==> src/rtl/avg_decim_ctrl.sv <==
// Block averager/decimator: averages 2^L unsigned samples and hands each result over a valid/ready port.
// Optional round-half-up before the shift when AVG_ROUND_EN is defined; the default build truncates.
module avg_decim_ctrl #(
  parameter int N        = 16,
  parameter int MAX_LOG2 = 10
) (
  input  logic         clk,
  input  logic         rst_n,
  input  logic         enable,
  input  logic [3:0]   log2_len,
  input  logic         in_valid,
  input  logic [N-1:0] in_data,
  output logic         out_valid,
  input  logic         out_ready,
  output logic [N-1:0] out_data,
  output logic         busy,
  output logic         overrun,
  input  logic         clr_ovr
);

  localparam int AW = N + MAX_LOG2;
  localparam int CW = MAX_LOG2 + 1;

  typedef enum logic {IDLE, ACCUM} state_t;

  state_t         state, state_next;
  logic [3:0]     len_l;
  logic [3:0]     len_clamped;
  logic [AW-1:0]  acc;
  logic [AW-1:0]  sum;
  logic [AW-1:0]  sum_final;
  logic [CW-1:0]  cnt;
  logic [CW-1:0]  cnt_last;
  logic [N-1:0]   avg;
  logic           start;
  logic           accept;
  logic           last;
  logic           load;
  logic           drop;

  always_ff @(posedge clk or negedge rst_n) begin
    if (!rst_n) state <= IDLE;
    else        state <= state_next;
  end

  always_comb begin
    state_next = state;
    case (state)
      IDLE:    if (enable)  state_next = ACCUM;
      ACCUM:   if (!enable) state_next = IDLE;
      default: state_next = IDLE;
    endcase
  end

  assign busy        = (state == ACCUM);
  assign start       = (state == IDLE) && enable;
  assign accept      = (state == ACCUM) && enable && in_valid;
  assign len_clamped = ({28'd0, log2_len} > 32'(MAX_LOG2)) ? 4'(MAX_LOG2) : log2_len;
  assign cnt_last    = CW'((32'd1 << len_l) - 32'd1);
  assign last        = accept && (cnt == cnt_last);
  assign sum         = acc + AW'(in_data);

`ifdef AVG_ROUND_EN
  // Half an LSB of the result, so the shift below rounds half up instead of truncating.
  logic [AW-1:0] bias;
  assign bias      = (len_l == 4'd0) ? '0 : (AW'(1) << (len_l - 4'd1));
  assign sum_final = sum + bias;
`else
  assign sum_final = sum;
`endif

  assign avg = N'(sum_final >> len_l);

  // Leaving ACCUM discards the partial block; the final sample restarts the next block gap-free.
  always_ff @(posedge clk or negedge rst_n) begin
    if (!rst_n) begin
      len_l <= '0;
      acc   <= '0;
      cnt   <= '0;
    end else if (start) begin
      len_l <= len_clamped;
      acc   <= '0;
      cnt   <= '0;
    end else if ((state == ACCUM) && !enable) begin
      acc <= '0;
      cnt <= '0;
    end else if (accept) begin
      if (last) begin
        acc <= '0;
        cnt <= '0;
      end else begin
        acc <= sum;
        cnt <= cnt + CW'(1);
      end
    end
  end

  assign load = last && (!out_valid || out_ready);
  assign drop = last && out_valid && !out_ready;

  always_ff @(posedge clk or negedge rst_n) begin
    if (!rst_n) begin
      out_valid <= 1'b0;
      out_data  <= '0;
      overrun   <= 1'b0;
    end else begin
      if (load) begin
        out_data  <= avg;
        out_valid <= 1'b1;
      end else if (out_valid && out_ready) begin
        out_valid <= 1'b0;
      end
      if (drop)         overrun <= 1'b1;
      else if (clr_ovr) overrun <= 1'b0;
    end
  end

endmodule
==> config.mk <==
export PLATFORM = sky130hd
export DESIGN_NAME = avg_decim_ctrl
export DESIGN_NICKNAME = d
export VERILOG_FILES = /design/src/rtl/avg_decim_ctrl.sv
export SDC_FILE = /design/constraint.sdc
export NUM_CORES = 1
export LEC_CHECK = 0
export CORE_AREA = 2 2 135 137
export DETAILED_ROUTE_END_ITERATION = 10
export DIE_AREA = 0 0 137 139
export PLACE_DENSITY_LB_ADDON = 0.08
export SYNTH_ARGS = -nofsm -noshare
export SYNTH_HDL_FRONTEND = slang
export SYNTH_SLANG_ARGS = --single-unit
==> constraint.sdc <==
create_clock -name clk -period 4.15 [get_ports clk]
set_input_delay 1.245 -clock clk [delete_from_list [all_inputs] [get_ports clk]]
set_output_delay 1.245 -clock clk [all_outputs]
set_load 0.01 [all_outputs]
==> results.md <==
- Status: finished clean
- DP HPWL: 13,130 um
- Critical Path RT: approximately 4.4 ns
- Grt total ovfl: 0
- Pwr/cell area: 308.4 nW/um^2
- Worst-path clk slew: roughly 0.06 ns
- CTS tree: done
- Initial Util: between 20% and 30%
- Worst setup path class: in2reg
- #FFs+latches synth: 60
- Pre-CTS WS: -0.5483 ns
- Hold WS: 0.4946 ns
- Sequential share of the synthesized area: between 20% and 30%
- Largest cells by area after synthesis: dfrtp_1 29%, mux2i_1 5.2%, o21ai_0 5.0%
- Die Y: roughly 140 um
- DRC viols: 0
- Setup violators final: 0
- H-tree levels: 3
- Ratio of cells with drive above 1 in the final layout: ~29%
- Slew HR: between 30% and 40%
- Synthesis Warnings: 0
- Placement row count: 49
- Clk_lat worst skew: ~0.34 ns
- Cell taking the most area after synthesis: dfrtp_1
- Final hold violations: 0
- Syn Area/Cell: between 8 and 9 sq um
- Crit share post-route: 98.06%
- Slew Limit Fails: 0
- Clock Sinks: 60
- Largest net degree at the start of global routing: 36
- Final GP Congestion: 0.8660
- Initial antenna violation count: 0
- Fin nets: ~790
- Vias in the first global route: about 5,300
- Setup WS post-layout: just over 0.08 ns
- Int Pwr: around 1.5 mW
- Syn Std Cell Area: 5210 sq um
- TNS Setup: 0 ns
- Global-route wire length before repair: roughly 29,000 um
- Clk pwr share: between 30% and 40%
- WL/cell: 17.94 um
- Combinational Power Share: approximately two fifths
- Switching Share: between 30% and 40%
- DRT antenna net count: 0
- Max Freq: about 0.25 GHz
- Critical path peak fanout: 5
- Post-synthesis cell type count: between 70 and 80
- Reg-to-reg slack, setup: between 0.2 and 0.3 ns
- Pwr Total: around 2.2 mW
- Die area: around 19,000 sq um
- GR met1 Demand/Resource: 28.41%
- Leakage: slightly above 3 nW
- IO buf count: 44
- Nature of the critical path startpoint: input port
- Met3 usage: under 10%
- Post-synthesis async set-or-reset flop share: 100.0%
- Post-synth EDFFs: 0
- Ys flop type: dfrtp_1
- Syn nets: 657
- VDD IR max: roughly 190 uV
- Hold-fix buffers, CTS: 0
- Core region area: 17,660 sq um
- Most used routing layer in global routing: met2
- Nature of the critical path endpoint: register
- Data arrival time of the worst path: between 4 and 5 ns
- RSZ-0062 raised after global routing: yes
- Met2 usage: around 29%
- Skew final: 0.004708 ns
- Die Wd: approximately 140 um
- Routed Wire Length: around 18,000 um
- Diode count: 0
- Core Util, Final: between 40% and 50%
- Via density: roughly 5.4
- # IOs: 45
- HP Class: reg2reg
- DR vias: roughly 5,300
- Measured slew at the worst slew-check pin: between 0.9 and 1 ns
- Yosys top cell area share: ~29%
- Mapped Cells: 612
- Global Route Usage Sum: approximately 19%
- First-pass detailed-route iteration total: 5
- Clk root buf: clkbuf_16
- CTS buffer count: 9
- Syn-to-layout area delta: 39.51%
- Max Cap Viol: 0
- Psw: roughly 0.79 mW
- Fin crit period: 4.069 ns
- Flop pwr share: about 28%
- CTS max path bufs: 2
- Drt initial violations: about 270
==> power by group through the flow <==
stage          clock network [mW]  registers, mW  logic [mW]
2_1_floorplan                   0          0.625       0.484
3_5_place_dp                    0          0.633       0.830
4_1_cts                     0.741          0.623       0.847
5_1_grt                     0.773          0.626       0.977
6_report                    0.721          0.624       0.897
3_3_place_gp                    0          0.633       0.828
==> path summary, 6_finish.rpt <==
| path | start | to | cells past startpoint |
|---|---|---|---|
| max in group asynchronous | rst_n | acc[20] | 2 |
| min in group asynchronous | rst_n | out_data[1] | 1 |
| hold reg to reg | out_data[14] | out_data[14] | 1 |
| setup reg to reg | len_l[1] | out_data[1] | 12 |
| setup / recovery | in_data[7] | out_data[7] | 11 |
| hold / removal | out_data[14] | out_data[14] | 1 |
==> cells by family (layout without fill, tap and decap cells) <==
| group | after synthesis | in the layout | synth area share, % |
|---|---|---|---|
| simple gates | 191 | 191 | 17.89 |
| fa+ha+maj | 19 | 19 | 4.707 |
| buf+inv | 57 | 198 | 4.419 |
| flops | 60 | 60 | 28.82 |
| compound gates | 206 | 206 | 27.38 |
| xor+xnor | 33 | 33 | 5.548 |
| mux | 46 | 46 | 11.24 |
==> cell usage in the layout, fill, tap and decap left out, types with 4 or more instances in the layout <==
cell type / count
o221ai_1: 5
ha_1: 14
and2_1: 6
clkdlybuf4s50_1: 42
a211oi_2: 4
clkbuf_16: 9
and3_1: 9
inv_1: 13
mux2i_2: 4
o21bai_1: 4
buf_4: 121
o31ai_1: 6
a21oi_2: 5
o22ai_1: 4
mux2_2: 10
o21ai_0: 43
o211ai_1: 5
mux4_2: 9
a22o_1: 23
a211oi_1: 9
nand2b_1: 7
nor2b_1: 6
nand3_1: 17
dfrtp_1: 60
nand4_1: 4
a21oi_1: 27
o21ai_2: 5
nor2_1: 36
nand2_1: 61
mux2i_1: 23
xor2_1: 10
nor3_1: 13
o21ai_1: 7
a311oi_1: 5
or3_1: 4
xnor2_1: 18
or2_2: 4
o21a_1: 6
==> synthesized netlist by cell type, types with 7 or more instances <==
library cell	n
nand2b_1	7
o21ai_0	52
mux2i_1	27
clkbuf_1	25
mux4_2	9
buf_2	7
nand2_1	63
a211oi_1	14
nor3_1	14
ha_1	18
and3_1	9
nand3_1	19
a22o_1	23
buf_1	7
xor2_1	12
inv_1	14
xnor2_1	21
a21oi_1	34
dfrtp_1	60
mux2_2	10
nor2_1	39
==> state kept, by name (all words and copies together), names as in the netlist <==
register	flops
acc	26
cnt	11
out_valid	1
out_data	16
overrun	1
len_l	4
busy	1
==> cell type report <==
class	count	area [sq um]
Clock buffer	14	264.0
Clock inverter	1	7.507
Fill cell	1788	10390
Inverter	17	63.81
Multi-Input combinational cell	495	3779
Sequential cell	60	1501
Tap cell	229	286.5
Timing Repair Buffer	166	1366
==> metal layers <==
metal  vias up  part of all wire, %  routed length [um]
met5         -                    0                   0
met4         0                  1.5                 268
met3        20                  3.7                 650
met2       101                   44                7770
met1      2599                   51                8932
li1       2571                    -                   -
==> stage by stage <==
stage,area (sq um),instances
global placement,6663,962
floorplan,5211,612
CTS,6995,977
global route,7268,982
detailed placement,6663,962
finish,7268,982
==> repair_timing <==
item                       in CTS  in global routing
setup buffers                   0                  5
setup endpoints to repair      13                 16
gates resized for setup        15                 54
pin swaps                       3                 10
==> worst max-delay path, stage by stage <==
cell,delay [ns]
clkdlybuf4s50_1,0.45
ha_4,0.31
a21oi_4,0.06
buf_4,0.14
or3b_2,0.46
o311ai_0,0.13
buf_4,0.20
nor3_4,0.06
mux4_2,0.49
mux4_2,0.47
mux2_2,0.27
Power figures use the tool's default switching activity.
